**src/rtl/vga_pkg.sv**
```systemverilog
`timescale 1ns/1ps
// Shared types and VGA 640x480 timing constants for the rectangle-overlay datapath.
package vga_pkg;
  localparam int CW = 10;

  localparam int HSYNC_END  = 95;
  localparam int HDAT_BEGIN = 143;
  localparam int HDAT_END   = 783;
  localparam int HPIXEL_END = 799;
  localparam int VSYNC_END  = 1;
  localparam int VDAT_BEGIN = 34;
  localparam int VDAT_END   = 514;
  localparam int VLINE_END  = 524;

  typedef logic [2:0] rgb_t;

  typedef struct packed {
    logic [CW-1:0] x0;
    logic [CW-1:0] x1;
    logic [CW-1:0] y0;
    logic [CW-1:0] y1;
    rgb_t          rgb;
    logic          en;
  } rect_t;

  typedef enum logic [1:0] {
    IDLE    = 2'd0,
    PENDING = 2'd1,
    COMMIT  = 2'd2
  } ovl_state_t;
endpackage

```
**src/rtl/vga_rect_hit.sv**
```systemverilog
`timescale 1ns/1ps
// Inclusive-bounds hit test of one rectangle against the current pixel.
// An inverted rectangle (x0>x1 or y0>y1) can never satisfy both compares.
module vga_rect_hit
  import vga_pkg::*;
(
  input  rect_t         i_rect,
  input  logic [CW-1:0] i_xpos,
  input  logic [CW-1:0] i_ypos,
  output logic          o_hit
);
  assign o_hit = i_rect.en
              && (i_xpos >= i_rect.x0) && (i_xpos <= i_rect.x1)
              && (i_ypos >= i_rect.y0) && (i_ypos <= i_rect.y1);
endmodule

```
**src/rtl/vga_overlay_ctrl.sv**
```systemverilog
`timescale 1ns/1ps
// Rectangle-overlay controller: shadow/active rectangle banks, tear-free commit during
// vertical blanking, and fixed-priority colour resolution per pixel strobe.
module vga_overlay_ctrl #(
  parameter  int NRECT = 4,
  parameter  int CW    = 10,
  localparam int IW    = (NRECT > 1) ? $clog2(NRECT) : 1
) (
  input  logic          clock,
  input  logic          reset,
  input  logic          pix_ce,
  input  logic          vblank_start,
  input  logic          dat_act,
  input  logic [CW-1:0] xpos,
  input  logic [CW-1:0] ypos,
  input  logic [2:0]    bg_rgb,
  input  logic          cfg_valid,
  output logic          cfg_ready,
  input  logic [IW-1:0] cfg_idx,
  input  logic [CW-1:0] cfg_x0,
  input  logic [CW-1:0] cfg_x1,
  input  logic [CW-1:0] cfg_y0,
  input  logic [CW-1:0] cfg_y1,
  input  logic [2:0]    cfg_rgb,
  input  logic          cfg_en,
  input  logic          commit_req,
  output logic          commit_busy,
  output logic          commit_done,
  output logic          disp_R,
  output logic          disp_G,
  output logic          disp_B
);
  import vga_pkg::*;

  rect_t            r_shadow [NRECT];
  rect_t            r_active [NRECT];
  ovl_state_t       r_state;
  ovl_state_t       w_state_nxt;
  logic [IW-1:0]    r_k;
  logic             r_requeue;
  logic             r_done;
  logic [2:0]       r_disp;
  logic [NRECT-1:0] w_hit;
  logic             w_any;
  rgb_t             w_win_rgb;
  logic             w_last;
  logic             w_cfg_fire;

  assign w_last     = (r_state == COMMIT) && (r_k == IW'(NRECT - 1));
  assign cfg_ready  = !reset && (r_state != COMMIT);
  assign w_cfg_fire = cfg_valid && cfg_ready;

  always_comb begin
    w_state_nxt = r_state;
    unique case (r_state)
      IDLE:    if (commit_req) w_state_nxt = PENDING;
      PENDING: if (vblank_start && pix_ce) w_state_nxt = COMMIT;
      COMMIT:  if (w_last) w_state_nxt = (r_requeue || commit_req) ? PENDING : IDLE;
      default: w_state_nxt = IDLE;
    endcase
  end

  // Requests arriving mid-copy are remembered so the FSM re-arms instead of dropping them.
  always_ff @(posedge clock) begin
    if (reset) begin
      r_state   <= IDLE;
      r_k       <= '0;
      r_requeue <= 1'b0;
      r_done    <= 1'b0;
    end else begin
      r_state <= w_state_nxt;
      r_done  <= w_last;
      if (r_state == COMMIT) begin
        r_k       <= w_last ? '0 : r_k + 1'b1;
        r_requeue <= w_last ? 1'b0 : (r_requeue | commit_req);
      end
    end
  end

  always_ff @(posedge clock) begin
    if (reset) begin
      for (int i = 0; i < NRECT; i++) begin
        r_shadow[i] <= '0;
        r_active[i] <= '0;
      end
    end else begin
      if (w_cfg_fire)
        r_shadow[cfg_idx] <= '{x0: cfg_x0, x1: cfg_x1, y0: cfg_y0, y1: cfg_y1,
                               rgb: cfg_rgb, en: cfg_en};
      if (r_state == COMMIT)
        r_active[r_k] <= r_shadow[r_k];
    end
  end

  for (genvar g = 0; g < NRECT; g++) begin : g_hit
    vga_rect_hit u_hit (
      .i_rect (r_active[g]),
      .i_xpos (xpos),
      .i_ypos (ypos),
      .o_hit  (w_hit[g])
    );
  end

  // Scan from the highest index down so the lowest hitting index is written last and wins.
  always_comb begin
    w_any     = 1'b0;
    w_win_rgb = '0;
    for (int i = NRECT - 1; i >= 0; i--) begin
      if (w_hit[i]) begin
        w_any     = 1'b1;
        w_win_rgb = r_active[i].rgb;
      end
    end
  end

  always_ff @(posedge clock) begin
    if (reset)
      r_disp <= '0;
    else if (pix_ce)
      r_disp <= !dat_act ? 3'b000 : (w_any ? w_win_rgb : bg_rgb);
  end

  assign commit_busy = (r_state != IDLE);
  assign commit_done = r_done;
  assign disp_R      = r_disp[2];
  assign disp_G      = r_disp[1];
  assign disp_B      = r_disp[0];
endmodule

```
**config.mk**
```make
export PLATFORM = sky130hd
export DESIGN_NAME = vga_overlay_ctrl
export DESIGN_NICKNAME = d
export VERILOG_FILES = /design/src/rtl/vga_pkg.sv /design/src/rtl/vga_rect_hit.sv /design/src/rtl/vga_overlay_ctrl.sv
export SDC_FILE = /design/constraint.sdc
export NUM_CORES = 1
export LEC_CHECK = 0
export BUFFER_PORTS_ARGS = -buffer_cell sky130_fd_sc_hd__buf_4
export CORE_ASPECT_RATIO = 0.8
export CORE_MARGIN = 4
export CORE_UTILIZATION = 65
export DETAILED_ROUTE_END_ITERATION = 10
export PLACE_DENSITY = 0.95
export SLEW_MARGIN = 10
export SYNTH_ARGS = -nofsm -noshare
export SYNTH_HDL_FRONTEND = slang
export SYNTH_SLANG_ARGS = --single-unit
```
**constraint.sdc**
```tcl
create_clock -name clock -period 8.3 [get_ports clock]
set_input_delay 1.245 -clock clock [delete_from_list [all_inputs] [get_ports clock]]
set_output_delay 1.245 -clock clock [all_outputs]
set_load 0.01 [all_outputs]
```
==> run summary, run 1 <==
The run gives 0 as the number of gates resized after cts. The kind of cell with the highest combined delay along the critical path is compound AO/OA/AOI/OAI gates. The net switching component of the power is 0.000965 W, and the number of synthesized register bits is 363. The run gives 0.670 as the initial cell density of the core.

The via count of the first global-routing pass was 12600; the clock tree skew after final layout was 28.2 ps. For this block, the routed nets add up to 44.4 mm of wire. The maximum VDD drop came out at 0.205 mV. Synthesis instantiated 48 different standard cells from the library.

The fraction of power consumed by combinational cells was 0.091. Maximum count of clock buffers along a single path: 3. The first detailed-routing pass ran for 5 iterations.

Using the TritonRoute via totals, the vias-per-cell ratio works out to 6.35. TritonCTS created 36 clock buffers. Setup violations remaining at the end of the flow were counted as 0. Port buffering added 81 buffers. The vertical die dimension is 159 um. For this run, the slowest stage of the critical path takes 930 ps.

Synthesis handed over a netlist of 1418 instances. The core region is 27600 sq um. The number of antenna violations at the first check in global routing is 0. The area growth from synthesis to layout came out at 12.0%.

The sequential cell area fraction in the yosys report was 0.583. The critical path capture point type is a register. The antenna violation net count after detailed routing was 0; the insertion delay of the later-clocked pin in the worst-skew pair was 540 ps. Setup repair after global routing left no endpoint under its margin. Worst min-delay path class: register to register. The area share of the largest cell type after synthesis came out at 0.571. After synthesis, the cell types taking the most area are sky130_fd_sc_hd__edfxtp_1 (57%), sky130_fd_sc_hd__ha_1 (11%), sky130_fd_sc_hd__and2_1 (11%), sky130_fd_sc_hd__mux4_2 (5.4%), sky130_fd_sc_hd__inv_1 (3.1%). By count the netlist is led by sky130_fd_sc_hd__edfxtp_1 (352), sky130_fd_sc_hd__and2_1 (311), sky130_fd_sc_hd__ha_1 (161), sky130_fd_sc_hd__inv_1 (154), sky130_fd_sc_hd__clkbuf_1 (48).

Classification of the worst setup path: input pin to register. The number of max-slew violations in the final report was 0; the total congestion overflow after global routing was 0. The worst-margin pin slew came out at 1120 ps.

Data arrives at the worst endpoint at 4400 ps. The share of cells above drive strength 1 was 0.143; the number of hold violations in the final report was 0. After routing, the total negative slack on setup checks comes to 0 ps. The cell with the most instances after synthesis is sky130_fd_sc_hd__edfxtp_1. The internal power of the cells totals 0.00317 W.

The die width is 197 um, and the final critical delay including setup and external delays is 3980 ps. Counting the fill cells in the layout gives 1558. The run gives 47 as the largest net degree at the start of global routing. Master of the slowest instance on the critical path: sky130_fd_sc_hd__nor4_1.

The logic depth of the worst path, buffers included came out at 11. The element type at the critical path start is an input pin. The switching part of the total power was 0.233; the per-instance average area after synthesis was 13.1 sq um. The tools report the sequential group share of total power as 0.513. For the number of design rule violations left after detail routing, the log shows 0. Synthesis produced a netlist with a net count of 1655. The number of core rows came out at 54. The total setup buffers inserted after CTS came out at 0. The cell taking the most area after synthesis is sky130_fd_sc_hd__edfxtp_1. The fraction of power consumed by the clock network was 0.396; the count of buffer and inverter cells on the critical path was 1. In this run the static leakage power is 8.54 nW. The final period utilization was 0.480; the clock transition at the register clock pins on the worst setup and hold paths after CTS was 70 ps.

The DRC marker count from the first detailed-route iteration is 1453, and the warning count from the yosys run is 0. Summed over all nets, the half-perimeter wirelength after detailed placement is 28.1 mm. After synthesis the cells add up to 18500 sq um. The number of synthesized flops with an enable pin came out at 352. In this run, post-CTS hold repair placed 0 buffers.

Static timing analysis puts the maximum clock frequency at 251 MHz. The number of antenna diodes in the final layout is 0. The headroom to the max-slew limit was 0.249; the async set-reset flop share out of synthesis was 0.

The run gives 69.9 mm as the first-pass GRT wire length. After detailed routing, the average wire length per cell comes to 23.5 um. The worst hold path passes through 2 cells. The critical path goes through buf_4 > ha_1 > a21o_1 > a311oi_1 > a21o_1 > a31oi_1 > nor4_1 > nand2_1 > a311oi_1 > a211oi_1 > o31ai_1. The tools report the level count of the clock H-tree as 2.

The run gives 31300 sq um as the total die area. The power density relative to cell area came out at 200 nW/um^2. Routability-driven placement finished with a final weighted congestion of 0.949.

The leading register cell type out of synthesis is sky130_fd_sc_hd__edfxtp_1. 82 I/O pins were placed. TritonCTS built the clock tree. The overall fraction of global-route tracks in use was 0.283.

The net count of the finished layout was 1739; the depth of the worst register-to-register path was 11. The number of sinks driven by the clock tree was 363. The required arrival time at the worst endpoint came out at 8720 ps.

The final route contains 12000 vias. Max-cap violations in this run came to 0. The completed layout was analyzed and its total power is 0.00414 W. The run finished with clean final reports. Buffer cell driving the clock tree root: sky130_fd_sc_hd__clkbuf_16.

In this run the worst path has a maximum fanout of 8.
worst reg2reg max path: stages (launching register included):
cell                       delay (ps)
sky130_fd_sc_hd__edfxtp_1         360
sky130_fd_sc_hd__inv_1             70
sky130_fd_sc_hd__ha_1             240
sky130_fd_sc_hd__a21o_1           170
sky130_fd_sc_hd__a311oi_1         360
sky130_fd_sc_hd__a21o_1           160
sky130_fd_sc_hd__a31oi_1           60
sky130_fd_sc_hd__nor4_1           930
sky130_fd_sc_hd__nand2_1          130
sky130_fd_sc_hd__a311oi_1         420
sky130_fd_sc_hd__a211oi_1         100
sky130_fd_sc_hd__o31ai_1          330
area by class of cell:
class	instances	area, sq um	share of cell area
tap	364	455	0.0220
sequential	363	10800	0.521
multi-input combinational	850	6990	0.337
inverter	154	578	0.0279
timing repair buffer	97	728	0.0351
clock inverter	20	211	0.0102
clock buffer	44	972	0.0469
stage by stage:
step                      hold slack [ps]  std cells  utilization  instance area [sq um]  setup WS (ps)
after floorplan                       479       1418            -                  18500           4800
after global placement                495       1828        0.707                  19500           4300
after detailed placement              502       1828        0.707                  19500           4040
after CTS                             520       1892        0.750                  20700           4480
after global routing                  525       1892        0.750                  20700           4150
final                                 531       1892        0.750                  20700           4320
routing by layer:
metal,GRT usage,routed length (um)
met5,0,0
met4,0.0791,1110
met3,0.0516,4380
met2,0.465,21400
met1,0.396,17500
state kept, by name (all words and copies together), names as in the netlist, named ones only:
signal,cells
commit_done,1
r_requeue,1
r_k,2
r_state,2
r_active,176
r_shadow,176
r_disp,3
cells in the final DEF, fill, tap and decap left out, types with 4 or more instances in the layout:
master                      Yosys  final
sky130_fd_sc_hd__clkbuf_1      48      5
sky130_fd_sc_hd__o31ai_1        6      6
sky130_fd_sc_hd__or2_2          6      6
sky130_fd_sc_hd__o21ai_1        6      6
sky130_fd_sc_hd__nor3_1        12     11
sky130_fd_sc_hd__nand3_1       13     13
sky130_fd_sc_hd__a311oi_1       4      4
sky130_fd_sc_hd__o21ai_0       15     15
sky130_fd_sc_hd__nand4_1       18     18
sky130_fd_sc_hd__dfxtp_1       11      9
sky130_fd_sc_hd__o2111ai_1      4      4
sky130_fd_sc_hd__buf_4          0     97
sky130_fd_sc_hd__a21oi_1       41     41
sky130_fd_sc_hd__a211oi_1      13     13
sky130_fd_sc_hd__mux4_2        44     44
sky130_fd_sc_hd__edfxtp_1     352    352
sky130_fd_sc_hd__nor3b_1        5      4
sky130_fd_sc_hd__inv_1        154    154
sky130_fd_sc_hd__and2_1       311    311
sky130_fd_sc_hd__clkinv_2       0      8
sky130_fd_sc_hd__nand2b_1      11     11
sky130_fd_sc_hd__a21o_1        16     16
sky130_fd_sc_hd__and3_1        46     45
sky130_fd_sc_hd__clkinv_1       0      5
sky130_fd_sc_hd__nor2b_1        6      6
sky130_fd_sc_hd__clkbuf_16      0     37
sky130_fd_sc_hd__ha_1         161    161
sky130_fd_sc_hd__a31oi_1        9      9
sky130_fd_sc_hd__nand3b_1       4      4
sky130_fd_sc_hd__o21a_1         6      6
sky130_fd_sc_hd__nand2_1       34     34
sky130_fd_sc_hd__nor2_1        24     21
path summary, 6_finish.rpt:
kind                                  end       startpoint  slack (ps)
worst max-delay path            r_disp[1]          ypos[7]        4320
worst min-delay path            r_disp[2]        r_disp[2]         530
worst max register to register  r_disp[1]  r_active[2][11]        4850
worst min register to register  r_disp[2]        r_disp[2]         530
cells by family (layout without fill, tap and decap cells):
family	after synthesis	after routing	share of synthesized area
AO/OA/AOI/OAI	142	142	0.0514
adder cells (fa/ha/maj)	161	161	0.109
buffers and inverters	205	315	0.0416
flip-flops	363	363	0.583
multiplexers	44	44	0.0535
AND/OR/NAND/NOR	503	503	0.162
power by group through the flow:
stage / logic (W) / registers, W / clock network (W)
after detailed placement: 0.000362 / 0.00216 / 0
after global routing: 0.000410 / 0.00213 / 0.00173
after global placement: 0.000343 / 0.00215 / 0
final: 0.000376 / 0.00212 / 0.00164
after CTS: 0.000369 / 0.00212 / 0.00165
after floorplan: 0.000212 / 0.00215 / 0
Power figures use the tool's default switching activity.
==> inputs of run 2 (changes only) <==
--- a/config.mk
+++ b/config.mk
@@ -8,9 +8,9 @@
 export BUFFER_PORTS_ARGS = -buffer_cell sky130_fd_sc_hd__buf_4
 export CORE_ASPECT_RATIO = 0.8
 export CORE_MARGIN = 4
-export CORE_UTILIZATION = 65
+export CORE_UTILIZATION = 62
 export DETAILED_ROUTE_END_ITERATION = 10
-export PLACE_DENSITY = 0.95
+export PLACE_DENSITY = 0.92
 export SLEW_MARGIN = 10
 export SYNTH_ARGS = -nofsm -noshare
 export SYNTH_HDL_FRONTEND = slang
==> constraint.sdc (replaced) <==
create_clock -name clock -period 3.8 [get_ports clock]
set_input_delay 0.57 -clock clock [delete_from_list [all_inputs] [get_ports clock]]
set_output_delay 0.57 -clock clock [all_outputs]
set_load 0.01 [all_outputs]
==> run summary, run 2 (synthesis gave the netlist of run 1 again) <==
The run finished with clean final reports. The wire length after detailed routing was 43.3 mm; the clock transition at the register clock pins on the worst setup and hold paths after CTS was 60 ps. The worst register-to-register path ends at r_disp[1]. The tools report the total of fill cells in the finished design as 1754. The required arrival time at the worst endpoint was 4230 ps; the number of port buffers was 81. Across all layers, the routed design uses 11700 vias. Leaving out fill and tap cells, the most frequent cell in the layout is sky130_fd_sc_hd__edfxtp_1. In the layout the commonest cells are sky130_fd_sc_hd__edfxtp_1 (352), sky130_fd_sc_hd__and2_1 (311), sky130_fd_sc_hd__ha_1 (161). The switching part of the total power came out at 0.231.

In this run the most critical hold path is launched from cfg_x1[1]. At the later pin of the worst-skew pair, clock insertion delay measures 540 ps. The overall fraction of global-route tracks in use was 0.266; the number of gates resized after cts was 0. The logs give 0.00695 W for the internal power component and 0 for the number of max-cap violations.

The clock arrives with 21.1 ps of skew. The critical path in this run is classified as register to register. The tools report the number of max-slew violations in the final report as 0.

The vertical die dimension is 163 um. The arrival time at the worst endpoint is 3550 ps. The maximum VDD drop was 0.507 mV; the leakage power figure was 8.58 nW.

Routability-driven placement finished with a final weighted congestion of 0.951. In this run, the number of DRC markers left after iteration 0 of detailed routing was 1387. The endpoint of the worst hold path is r_shadow[1][25]. The worst setup path is captured at a register. The longest clock path from root to sink contains 3 buffers. Setup total negative slack on the finished layout was measured at 0 ps.

The fraction of power consumed by combinational cells is 0.090, and the antenna diode instance count is 0. Detail-routed net length per standard cell: 22.7 um. STA classifies the critical path startpoint as a register. In the routed layout, each cell is associated on average with a via count of 6.12. Measured in cells, the most critical reg-to-reg path has a length of 11. The share of cells above drive strength 1 is 0.145.

From left edge to right edge, the die measures 201 um. Entering global routing, the biggest net connects 47 pins. Post-CTS timing repair inserted 0 buffers for setup. The power density relative to cell area is 434 nW/um^2. The biggest fanout along the worst timing path came out at 4. The fraction of power consumed by the clock network is 0.397. The design draws 0.00904 W. TritonCTS built the clock tree.

The run gives 0.513 as the sequential group share of total power. The via count of the first global-routing pass is 12000. The top-level port count was 82; the final period utilization was 0.822. The die covers 32700 sq um. The detailed placement HPWL was 28.5 mm; the first-pass GRT wire length was 67.8 mm. The tools report the level count of the clock H-tree as 2. Across the whole layout, storage elements account for 10800 sq um. The tree built by TritonCTS fans out to 363 sinks. The run gives 0 as the number of antenna violations at the first check in global routing. The run gives 0.244 as the headroom to the max-slew limit.

The largest registers in the layout are r_active (176), r_shadow (176), r_disp (3). Setup violations remaining at the end of the flow were counted as 0. Initial cell density of the core: 0.631. For the pin with the worst max-slew slack, the measured transition is 1130 ps. The first TritonRoute pass finished after 5 iterations. For the net count of the finished layout, the log shows 1744. The core region is 29400 sq um. In the routed design, unresolved DRC markers number 0.

For the number of hold violations in the final report, the log shows 0. The tree is rooted in a sky130_fd_sc_hd__clkbuf_16. The total overflow left after global routing is 0. The area growth from synthesis to layout came out at 12.4%. Static timing analysis puts the maximum clock frequency at 320 MHz.

Buffers inserted to repair hold after CTS numbered 0. Final critical delay including setup and external delays: 3120 ps. The logs give 37 for the number of buffers created by CTS and 325 ps for the final hold slack.

The tools report the antenna violation net count after detailed routing as 0. In this run the worst hold path is classified as input pin to register. Worst flop-to-flop path startpoint: r_active[3][7]. Setup repair after global routing left no endpoint under its margin. The tools report the multi-input gate area in the final layout as 6990 sq um.

The reg2reg setup slack is 680 ps. The floorplan has 56 rows. For this design the total switching power over the nets is 0.00209 W. The worst hold path passes through 2 cells.
run 2: how the worst max path moves through the flow:
stage / start / end / cells after the start
2_1_floorplan: xpos[0] / r_disp[0] / 11
3_3_place_gp: xpos[0] / r_disp[0] / 12
3_5_place_dp: ypos[3] / r_disp[2] / 11
4_1_cts: r_active[3][7] / r_disp[1] / 11
5_1_grt: r_active[3][7] / r_disp[1] / 11
6_report: r_active[3][7] / r_disp[1] / 11
run 2: routing by layer:
layer,vias up,part of all wire,track usage
met5,-,0,0
met4,0,0.023,0.0680
met3,94,0.096,0.0520
met2,594,0.47,0.435
met1,5740,0.41,0.374
li1,5273,-,-
run 2: final cells by class:
class | count | share of cell area
clock buffers | 50 | 0.0498
clock inverters | 16 | 0.00727
inverters | 154 | 0.0278
multi-input cells | 850 | 0.336
flip-flops and latches | 363 | 0.519
well taps | 377 | 0.0227
repair buffers | 101 | 0.0382
run 2: critical path: stages (launching register included):
cell and delay [ps]:
sky130_fd_sc_hd__edfxtp_1 350, sky130_fd_sc_hd__inv_1 70, sky130_fd_sc_hd__ha_1 230, sky130_fd_sc_hd__a21o_1 180, sky130_fd_sc_hd__a21o_1 170, sky130_fd_sc_hd__a221o_1 390, sky130_fd_sc_hd__a221o_1 330, sky130_fd_sc_hd__a211oi_2 430
sky130_fd_sc_hd__nand3b_1 120, sky130_fd_sc_hd__a311oi_1 370, sky130_fd_sc_hd__a211oi_1 90, sky130_fd_sc_hd__o31ai_1 290
run 2: per-stage QoR:
stage | instances | worst slack [ps] | cell area (sq um) | utilization
after floorplan | 1418 | 979 | 18500 | -
after global placement | 1845 | 531 | 19600 | 0.669
after detailed placement | 1845 | 399 | 19600 | 0.669
after CTS | 1911 | 718 | 20800 | 0.709
after global routing | 1911 | 611 | 20800 | 0.709
final | 1911 | 676 | 20800 | 0.709
run 2: power by group through the flow:
stage,Sequential [W],Clock (W),Combinational [W]
2_1_floorplan,0.00469,0,0.000462
3_3_place_gp,0.00470,0,0.000759
3_5_place_dp,0.00471,0,0.000796
4_1_cts,0.00463,0.00362,0.000807
5_1_grt,0.00465,0.00380,0.000896
6_report,0.00463,0.00359,0.000816
==> inputs of run 3 (changes only) <==
--- a/config.mk
+++ b/config.mk
@@ -5,6 +5,7 @@
 export SDC_FILE = /design/constraint.sdc
 export NUM_CORES = 1
 export LEC_CHECK = 0
+export ABC_AREA = 1
 export BUFFER_PORTS_ARGS = -buffer_cell sky130_fd_sc_hd__buf_4
 export CORE_ASPECT_RATIO = 0.8
 export CORE_MARGIN = 4
==> constraint.sdc (replaced) <==
create_clock -name clock -period 3.28 [get_ports clock]
set_input_delay 0.492 -clock clock [delete_from_list [all_inputs] [get_ports clock]]
set_output_delay 0.492 -clock clock [all_outputs]
set_load 0.01 [all_outputs]
==> run summary, run 3 <==
In the post-synthesis netlist, the biggest area contributors are sky130_fd_sc_hd__edfxtp_1 (56%), sky130_fd_sc_hd__ha_1 (11%), sky130_fd_sc_hd__nor2_1 (9.0%), sky130_fd_sc_hd__inv_1 (6.2%), sky130_fd_sc_hd__nand2_1 (4.8%). The wire length after detailed routing is 45.5 mm, and the routed via count is 13800. The cell with the most instances after synthesis is sky130_fd_sc_hd__nor2_1. The cell count after synthesis came out at 1911. The multiplexer share of the synthesized area is 0. TritonCTS built the clock tree. The critical path runs through a total of 15 cells. The simple-gate portion of the synthesized area came out at 0.173. The number of cells in the finished layout apart from fillers was 2421. The die covers 33200 sq um. The setup slack after layout was 939 ps; the fmax was 427 MHz. Of all cell types, the one taking the most synthesized area is sky130_fd_sc_hd__edfxtp_1. Data on the critical path arrives at its endpoint at 2790 ps. The sequential group share of total power was 0.514; the number of core rows was 56. The via count of the first global-routing pass is 13700. The share of cells above drive strength 1 was 0.107; the number of hold-repair buffers added at the cts stage was 0. Synthesis instantiated 39 different standard cells from the library. The worst min-delay path class is input pin to register. At the placement stage, the worst setup path has a slack of 849 ps.

The fraction of synthesized cell area in xor and xnor cells works out to 0. After detailed placement, the design holds a cell count of 2358. The largest net degree at the start of global routing was 89; the fraction of power consumed by the clock network was 0.384. The worst-margin pin slew was 843 ps. The cell occurring most often along the worst timing path is sky130_fd_sc_hd__nand2_1.

In the final layout, the registers with the most flip-flops are r_active (176), r_shadow (176), r_disp (3). The longest clock path from root to sink contains 3 buffers. The area fraction in compound gates after synthesis was 0.0679. The per-instance average area after synthesis was 9.85 sq um; the hold path depth was 3.

The maximum cell stage delay along the critical path came out at 370 ps. The fraction of power consumed by combinational cells was 0.102. From synthesis to final layout, the design area changed by 11.8%. Yosys printed 0 warnings. The die is 203 um wide. The number of optimization iterations in the first detailed-route pass is 6, and the final setup violation count is 0. The final period utilization was 0.714. The internal power component was 0.00798 W; the synthesized-area fraction occupied by adder cells was 0.107.

The most common library cell in the layout ignoring fill and taps was sky130_fd_sc_hd__nor2_1. The sequential cell area fraction in the yosys report is 0.573, and the net switching component of the power is 0.00249 W. The number of port buffers came out at 81.

The flow ran to the end, and the final reports show no timing, DRC or antenna violations. The initial cell density of the core is 0.635. After the first detailed-routing iteration, the DRC count stood at 1767. The tools report the post-route setup TNS as 0 ps.

CTS built an H-tree with a depth of 2. The first global-routing pass estimated 71.3 mm of wire. On the final layout, the worst clock skew is 24.7 ps. The number of max-slew violations in the final report was 0.

After synthesis, the most frequently instantiated cells are sky130_fd_sc_hd__nor2_1 (453), sky130_fd_sc_hd__edfxtp_1 (352), sky130_fd_sc_hd__inv_1 (309), sky130_fd_sc_hd__nand2_1 (241), sky130_fd_sc_hd__ha_1 (161). Once detail routing completed, the nets flagged for antenna violations numbered 0. The number of synthesized register bits is 363. Maximum VDD drop: 0.408 mV. The core footprint is 29600 sq um, and the headroom to the max-slew limit is 0.438. The via density per instance is 5.70, and the insertion delay of the later-clocked pin in the worst-skew pair is 530 ps. The utilization of the core after routing is 0.710, and the number of design rule violations left after detail routing is 0. By area, the combinational part of the netlist is dominated by simple AND/OR/NAND/NOR gates. For the post-synth design cell area, the log shows 18800 sq um. The run gives 0 as the antenna diode instance count. The critical path capture point type was a register. Routability-driven placement finished with a final weighted congestion of 0.952.

For the leakage power figure, the log shows 9.36 nW. Clock-pin slew was measured on the worst setup and hold paths at 70 ps. For the number of antenna violations at the first check in global routing, the log shows 0. The required arrival time at the worst endpoint is 3730 ps, and the total congestion overflow after global routing is 0. The async set-reset flop share out of synthesis is 0.

The area share of the largest cell type after synthesis is 0.562. In the layout the commonest cells are sky130_fd_sc_hd__nor2_1 (453), sky130_fd_sc_hd__edfxtp_1 (352), sky130_fd_sc_hd__inv_1 (309). The number of nets handed over by synthesis was 2148. STA classifies the critical path startpoint as a register.

Together, buffers and inverters on the worst path number 2. The overall fraction of global-route tracks in use was 0.273. By startpoint and endpoint, the worst setup path is classified as register to register. Of all nets on the critical path, the largest fanout is 4. The wire-length estimate of the detail-placed layout is 30.3 mm. Setup repair after global routing left no endpoint under its margin.

Traced cell by cell, the critical path runs through inv_1 > ha_1 > a21oi_1 > nor2_1 > nor3_1 > nand3_1 > nand2_1 > nor2_4 > nor2_4 > nand3_2 > nand2_1 > inv_1 > nand2_1 > nand2_1 > a21oi_2. Across the run, the number of max-cap violations was 0. The leading register cell type out of synthesis was sky130_fd_sc_hd__edfxtp_1. The depth of the worst register-to-register path is 15, and the number of buffers created by CTS is 36. The slowest stage of the critical path is the sky130_fd_sc_hd__edfxtp_1 cell.

The detail-routed net length per standard cell is 18.8 um. The switching part of the total power was 0.238. The final critical delay including setup and external delays is 2340 ps. The number of hold violations in the final report was 0; the number of synthesized flops with an enable pin was 352. The net count of the finished layout is 2227. The logs give 0 for the total setup buffers inserted after CTS and 2045 for the total of fill cells in the finished design. Counting every sink on the clock net gives 363. Broken down by cell family, the worst path's largest delay share belongs to simple AND/OR/NAND/NOR gates. The vertical die dimension was 164 um.

Pin placement for this block handled 82 I/O pins. The logs give 0 for the number of gates resized after cts and 0.0105 W for the total power consumption of the routed design. CTS placed an instance of sky130_fd_sc_hd__clkbuf_16 at the clock tree root. For this design the ratio of total power to cell area is 498 nW/um^2.
==> run 3: cell count changes after synthesis, moves of 44 or more <==
cell and change:
sky130_fd_sc_hd__and2_1 -311, sky130_fd_sc_hd__inv_1 +155, sky130_fd_sc_hd__nand2_1 +207, sky130_fd_sc_hd__o22ai_1 +44, sky130_fd_sc_hd__o21ai_0 +82, sky130_fd_sc_hd__mux4_2 -44, sky130_fd_sc_hd__nor2_1 +429, sky130_fd_sc_hd__and3_1 -46
==> run 3: final timing paths <==
check,slack (ps),start,endpoint
hold reg to reg,490,r_disp[1],r_disp[1]
setup / recovery,940,r_active[3][41],r_disp[2]
hold / removal,260,commit_req,r_requeue
setup reg to reg,940,r_active[3][41],r_disp[2]
==> run 3: layout make-up <==
| cell class | instances | area [sq um] | share of cell area |
|---|---|---|---|
| Sequential cell | 363 | 10800 | 0.513 |
| Multi-Input combinational cell | 1171 | 6600 | 0.314 |
| Inverter | 316 | 1190 | 0.0564 |
| Clock buffer | 43 | 948 | 0.0451 |
| Timing Repair Buffer | 102 | 828 | 0.0394 |
| Tap cell | 406 | 508 | 0.0241 |
| Clock inverter | 20 | 178 | 0.00845 |
==> run 3: worst min-delay path, cell delays in order <==
cell                      delay (ps)
sky130_fd_sc_hd__buf_4            90
sky130_fd_sc_hd__o21ai_0          70
sky130_fd_sc_hd__a21oi_1         100
==> run 3: power groups by stage <==
stage	Sequential, W	Clock [W]	Combinational (W)
after global placement	0.00547	0	0.000983
after floorplan	0.00546	0	0.000651
final	0.00539	0.00402	0.00107
after CTS	0.00539	0.00403	0.00106
after global routing	0.00540	0.00425	0.00119
after detailed placement	0.00548	0	0.00104
==> run 3: cell families after synthesis <==
group,Yosys count
AND/OR/NAND/NOR,787
AO/OA/AOI/OAI,223
adder cells (fa/ha/maj),161
flip-flops,363
buffers and inverters,377
==> run 3: metrics by stage <==
stage                     instance area, sq um  hold WS [ps]
after global routing                     21000           271
after global placement                   19900           464
after detailed placement                 19900           478
final                                    21000           258
after CTS                                21000           243
after floorplan                          18800           450
==> run 3: layer usage <==
metal	wire length, um	track usage	vias to the layer above
li1	-	-	6437
met2	21200	0.439	795
met1	17800	0.378	6458
met5	0	0	-
met4	1050	0.0793	0
met3	5420	0.0626	99
